===== src/rtl/counter_pkg.sv =====
// ============================================================================
//  Module      : counter_pkg
//  Description : Shared state encoding and default width for the up/down
//                loadable counters.
//  Revision    : 1.0 - initial release
// ============================================================================
`default_nettype none

package counter_pkg;

   localparam int COUNTER_WIDTH = 32;

   typedef enum logic [1:0] {
      ST_IDLE  = 2'b00,
      ST_COUNT = 2'b01,
      ST_DONE  = 2'b10
   } state_e;

endpackage : counter_pkg

`default_nettype wire


===== src/rtl/ripple_incrementer.sv =====
// ============================================================================
//  Module      : ripple_incrementer
//  Description : Combinational a+1 built from a chain of half adders, with
//                carry-out. Isolated so alternative adder cells can replace it.
//  Revision    : 1.0 - initial release
// ============================================================================
`default_nettype none

module ripple_incrementer #(
   parameter int WIDTH = 32
) (
   input  logic [WIDTH-1:0] i_a,
   output logic [WIDTH-1:0] o_sum,
   output logic             o_carry
);

   logic [WIDTH:0] w_carry;

   assign w_carry[0] = 1'b1;

   for (genvar i = 0; i < WIDTH; i++) begin : g_bit
      assign o_sum[i]     = i_a[i] ^ w_carry[i];
      assign w_carry[i+1] = i_a[i] & w_carry[i];
   end

   assign o_carry = w_carry[WIDTH];

endmodule : ripple_incrementer

`default_nettype wire


===== src/rtl/up_counter_match.sv =====
// ============================================================================
//  Module      : up_counter_match
//  Description : Latches a target, counts up from zero on each inc pulse and
//                flags match when the count reaches the target.
//  Revision    : 1.0 - initial release
// ============================================================================
`default_nettype none

module up_counter_match
   import counter_pkg::*;
#(
   parameter int WIDTH = COUNTER_WIDTH
) (
   input  logic             clock,
   input  logic             reset_n,
   input  logic [WIDTH-1:0] in,
   input  logic             latch,
   input  logic             inc,
   input  logic             clear,
   output logic [WIDTH-1:0] count,
   output logic [WIDTH-1:0] remaining,
   output logic             busy,
   output logic             match
);

   state_e           state_q, state_d;
   logic [WIDTH-1:0] count_q, count_d;
   logic [WIDTH-1:0] target_q, target_d;

   logic [WIDTH-1:0] w_inc_operand;
   logic [WIDTH-1:0] w_inc_sum;
   logic             w_inc_carry;

   // Only COUNT ever consumes the sum, and there count < target, so gating the
   // operand elsewhere keeps the carry-out permanently low.
   assign w_inc_operand = (state_q == ST_COUNT) ? count_q : '0;

   ripple_incrementer #(
      .WIDTH (WIDTH)
   ) u_inc (
      .i_a     (w_inc_operand),
      .o_sum   (w_inc_sum),
      .o_carry (w_inc_carry)
   );

   always_comb begin
      state_d  = state_q;
      count_d  = count_q;
      target_d = target_q;
      if (latch) begin
         target_d = in;
         count_d  = '0;
         state_d  = (in == '0) ? ST_DONE : ST_COUNT;
      end else if (clear) begin
         count_d = '0;
         state_d = ST_IDLE;
      end else if (state_q == ST_COUNT && inc) begin
         count_d = w_inc_sum;
         if (w_inc_sum == target_q) begin
            state_d = ST_DONE;
         end
      end
   end

   always_ff @(posedge clock or negedge reset_n) begin
      if (!reset_n) begin
         state_q  <= ST_IDLE;
         count_q  <= '0;
         target_q <= '0;
      end else begin
         state_q  <= state_d;
         count_q  <= count_d;
         target_q <= target_d;
      end
   end

   assign count     = count_q;
   assign remaining = target_q - count_q;
   assign busy      = (state_q == ST_COUNT);
   assign match     = (state_q == ST_DONE);

   a_no_inc_carry : assert property (@(posedge clock) disable iff (!reset_n) !w_inc_carry);

endmodule : up_counter_match

`default_nettype wire


===== config.mk =====
export PLATFORM = sky130hd
export DESIGN_NAME = up_counter_match
export DESIGN_NICKNAME = d
export VERILOG_FILES = /design/src/rtl/counter_pkg.sv /design/src/rtl/ripple_incrementer.sv /design/src/rtl/up_counter_match.sv
export SDC_FILE = /design/constraint.sdc
export NUM_CORES = 1
export LEC_CHECK = 0
export BUFFER_PORTS_ARGS = -buffer_cell sky130_fd_sc_hd__clkbuf_2
export CORE_MARGIN = 1
export CORE_UTILIZATION = 55
export DETAILED_ROUTE_END_ITERATION = 8
export PLACE_DENSITY = 0.9
export SKIP_LAST_GASP = 1
export SYNTH_ARGS = -nofsm -noshare
export SYNTH_HDL_FRONTEND = slang
export SYNTH_SLANG_ARGS = --single-unit

===== constraint.sdc =====
create_clock -name clock -period 7.85 [get_ports clock]
set_clock_uncertainty 0.1 [all_clocks]
set_input_delay 0.3925 -clock clock [delete_from_list [all_inputs] [get_ports clock]]
set_output_delay 0.3925 -clock clock [all_outputs]
set_load 0.01 [all_outputs]

==> out/summary.md <==
The cell sitting at the root of the clock tree is a sky130_fd_sc_hd__clkbuf_8. The startpoint class of the critical path was a flip-flop. The number of detailed-routing iterations run before antenna repair was 5. The detail-routed net length per standard cell was 17.6 microns.

The routed design could run at a clock period as short as 7.51 ns. The first global-routing pass estimated 24000 microns of wire. The tools report the H-tree depth as 3. Maximum single-stage delay on the critical path: 0.39 ns. The tools report the arrival time at the worst endpoint as 7.67 ns. The most used flip-flop cell after synthesis is sky130_fd_sc_hd__dfrtp_1. After global routing the overflow that remains totals 0.

For the worst-skew pair, the clock arrives at the later sink with an insertion delay of 0.35 ns. The run gives 0.0610 as the met3 usage in global routing. Setup repair after global routing left no endpoint under its margin.

The met2 global-route usage was 0.449; the via count of the first global-routing pass was 4701. The logs give 0.00635 sq mm for the final instance area and 0 ns for the setup total negative slack. The number of nets in the synthesized netlist is 760. Yosys mapped the design onto 58 distinct sky130hd cell types. For the number of fill cells, the log shows 854. For this design, the slowest cell found on the critical path is sky130_fd_sc_hd__dfrtp_1. The async set-or-reset flop fraction in the synthesized netlist was 1.00; the boundary pin count was 103. Summing every instance area after synthesis gives 0.00561 sq mm.

The tools report the initial antenna violation count as 0. At the worst endpoint, the required time is 8.01 ns. For the max-slew violation total from the final report, the log shows 0. The classification of the worst setup path is reg2reg. Number of buffers created by CTS: 9.

In the final design database the tool counted 846 nets. Counting stages on the worst path, the most repeated cell is sky130_fd_sc_hd__ha_1. Row generation in the floorplan step produced 36 rows. The run gives 431 as the starting DRC count in detailed routing. STA classifies the critical path endpoint as a flip-flop.

The count of endpoints failing hold in the final timing report was 0. The multi-input combinational cells in the finished layout cover a total of 0.00368 sq mm. The met1 global-route usage came out at 0.439.

Post-route clock period utilization: 0.957. Path type of the worst min-delay path: in2async. The run finished with clean final reports. The die is 103 microns wide. The portion of synthesized cell area occupied by the leading cell type works out to 0.295. Summing all placed instances gives a cell area of 0.00618 sq mm.

Using the TritonRoute via totals, the vias-per-cell ratio works out to 5.94. The tools report the standby leakage power as 2.88 nW. Counting every instance in the synthesized netlist gives 661.

0 antenna diodes ended up in the layout. For this run, design rule violations remaining after detail routing come to 0. The tools report the via total after detailed routing as 5248. The logs give 869 for the instance count after placement with tap cells included and 0.295 for the proportion of synthesized chip area in sequential cells. The tools report the aggregate global-route resource usage as 0.301.

The number of nets with antenna violations after detailed routing was 0. Sorting the synthesized cells by area gives the leading types as sky130_fd_sc_hd__dfrtp_1 (29%), sky130_fd_sc_hd__ha_1 (14%), sky130_fd_sc_hd__xnor2_1 (7.5%), sky130_fd_sc_hd__nand2_1 (6.8%), sky130_fd_sc_hd__mux2_2 (6.2%). The worst-case IR drop observed on VDD is 125 uV.

The wire-length estimate of the detail-placed layout is 12100 microns. The growth of design area from synthesis to finish is 13.3%. In this run the worst path has a maximum fanout of 4. Counting instances in the post-synthesis netlist gives the leading cell types as sky130_fd_sc_hd__nand2_1 (101), sky130_fd_sc_hd__dfrtp_1 (66), sky130_fd_sc_hd__a21oi_1 (64), sky130_fd_sc_hd__ha_1 (61), sky130_fd_sc_hd__xnor2_1 (48). After global routing, the most crowded layer is met2. Derived from the worst setup path, the maximum achievable clock frequency is 133 MHz.

From bottom edge to top edge, the die measures 103 microns. The clock transition at the registers of the reported paths came out at 0.07 ns. The tools report the pin count of the biggest net entering global routing as 67. Dividing total power by cell area gives a power density of 152 mW/mm^2. The total wirelength of the detailed-routed design is 15500 microns, and the worst-margin pin slew is 1.24 ns. The logs give 0 for the max-cap violation count and 0.967 mW for the total power. The run gives 0.571 as the initial core utilization. The mean cell area of the mapped netlist was 8.48 sq um; the clock net sink count was 66. The maximum clock insertion buffer count came out at 2. The fraction of layout cells with a size suffix above 1 was 0.211; the number of storage elements in the synthesis netlist was 66. The library cell occupying the most area in the post-synthesis netlist was sky130_fd_sc_hd__dfrtp_1.

In the post-synthesis netlist, the cell with the most instances is sky130_fd_sc_hd__nand2_1. The final instance count without filler cells came out at 883. The congestion estimate from routability-driven global placement came to 0.938.

The remaining max-slew budget at the tightest pin is 0.175. Setup violations remaining at the end of the flow were counted as 0. Across the whole layout, storage elements account for 0.00165 sq mm. During placement, the flow inserted port buffers numbering 102.

The core region is 0.00982 sq mm. The die covers 0.0106 sq mm. TritonCTS built the clock tree. For the yosys synthesis warning count, the log shows 0. Counting flops with a built-in enable in the synthesized netlist gives 0.
[sequential cells by signal, indices dropped and copies added, names as in the netlist]
name / flops
target_q: 32
count: 32
state_q: 2
[stage by stage]
stage | utilization | hold slack, ns | worst slack, ns
floorplan | - | -0.00309 | 0.614
CTS | 0.646 | 0.146 | 0.319
global route | 0.647 | 0.191 | 0.0421
global placement | 0.630 | 0.384 | 0.576
detailed placement | 0.630 | 0.385 | 0.392
finish | 0.647 | 0.120 | 0.339
[timing repair]
action                                  in CTS  in global routing
gates resized for setup                      0                  2
hold buffers                                 0                  0
endpoints found under the setup margin       0                  1
buffers inserted                             0                  0
[worst max-delay path, delay by kind of cell, from the launching register on]
family,cells,cell delay (ns)
compound gates,4,0.63
xor+xnor,1,0.35
fa+ha+maj,30,5.59
flops,1,0.39
simple gates,2,0.35
[where the power goes]
part           total (mW)  leakage, nW  internal [mW]  switching, mW
clock               0.247       0.0810          0.119          0.128
sequential          0.386        0.847          0.357         0.0292
combinational       0.334         1.95          0.142          0.192
[cells in the final DEF (no fill, tap or decap), types with 4 or more instances in the layout]
| master | instances |
|---|---|
| sky130_fd_sc_hd__dfrtp_1 | 66 |
| sky130_fd_sc_hd__xnor2_1 | 47 |
| sky130_fd_sc_hd__o21a_1 | 7 |
| sky130_fd_sc_hd__a21o_1 | 5 |
| sky130_fd_sc_hd__nand2_1 | 101 |
| sky130_fd_sc_hd__o211ai_1 | 8 |
| sky130_fd_sc_hd__xor2_1 | 10 |
| sky130_fd_sc_hd__mux2_2 | 31 |
| sky130_fd_sc_hd__nand4_1 | 14 |
| sky130_fd_sc_hd__mux2i_1 | 6 |
| sky130_fd_sc_hd__nand3_1 | 9 |
| sky130_fd_sc_hd__o21bai_1 | 4 |
| sky130_fd_sc_hd__clkbuf_2 | 102 |
| sky130_fd_sc_hd__a211oi_1 | 5 |
| sky130_fd_sc_hd__ha_1 | 60 |
| sky130_fd_sc_hd__o21ai_0 | 17 |
| sky130_fd_sc_hd__clkbuf_8 | 10 |
| sky130_fd_sc_hd__and2_1 | 33 |
| sky130_fd_sc_hd__nand2b_1 | 5 |
| sky130_fd_sc_hd__inv_1 | 44 |
| sky130_fd_sc_hd__a21oi_1 | 64 |
| sky130_fd_sc_hd__nor2_1 | 33 |
| sky130_fd_sc_hd__nor3_1 | 4 |
| sky130_fd_sc_hd__nor4_1 | 11 |
[cells by family after synthesis]
kind of cell	Yosys count	share of synthesized area
DFF	66	0.295
xor gates and xnor gates	59	0.0948
and+or+nand+nor	223	0.188
adders and majority gates	62	0.140
muxes	37	0.0730
AOI/OAI and AO/OA	140	0.159
buffers and inverters	74	0.0518
[per-layer routing]
metal | up-vias | routed length, microns
li1 | 2486 | -
met1 | 2523 | 7000
met2 | 215 | 6990
met3 | 24 | 1310
met4 | 0 | 247
met5 | - | 0
[final timing paths]
path,startpoint,to,slack (ns),cells past startpoint
min in group clock,in[13],target_q[13],0.18,2
max in group asynchronous,reset_n,count[23],6.97,2
min reg2reg,state_q[0],state_q[0],0.40,2
min,reset_n,target_q[5],0.12,2
max reg2reg,state_q[0],state_q[1],0.34,37
max,state_q[0],state_q[1],0.34,37
[area by class of cell]
type,count,share of cell area
clock buffer,11,0.0223
timing repair buffer,105,0.0839
clock inverter,3,0.00276
inverter,44,0.0260
multi-input combinational,521,0.579
tap,133,0.0262
sequential,66,0.260
(Power assumes the default switching activity.)
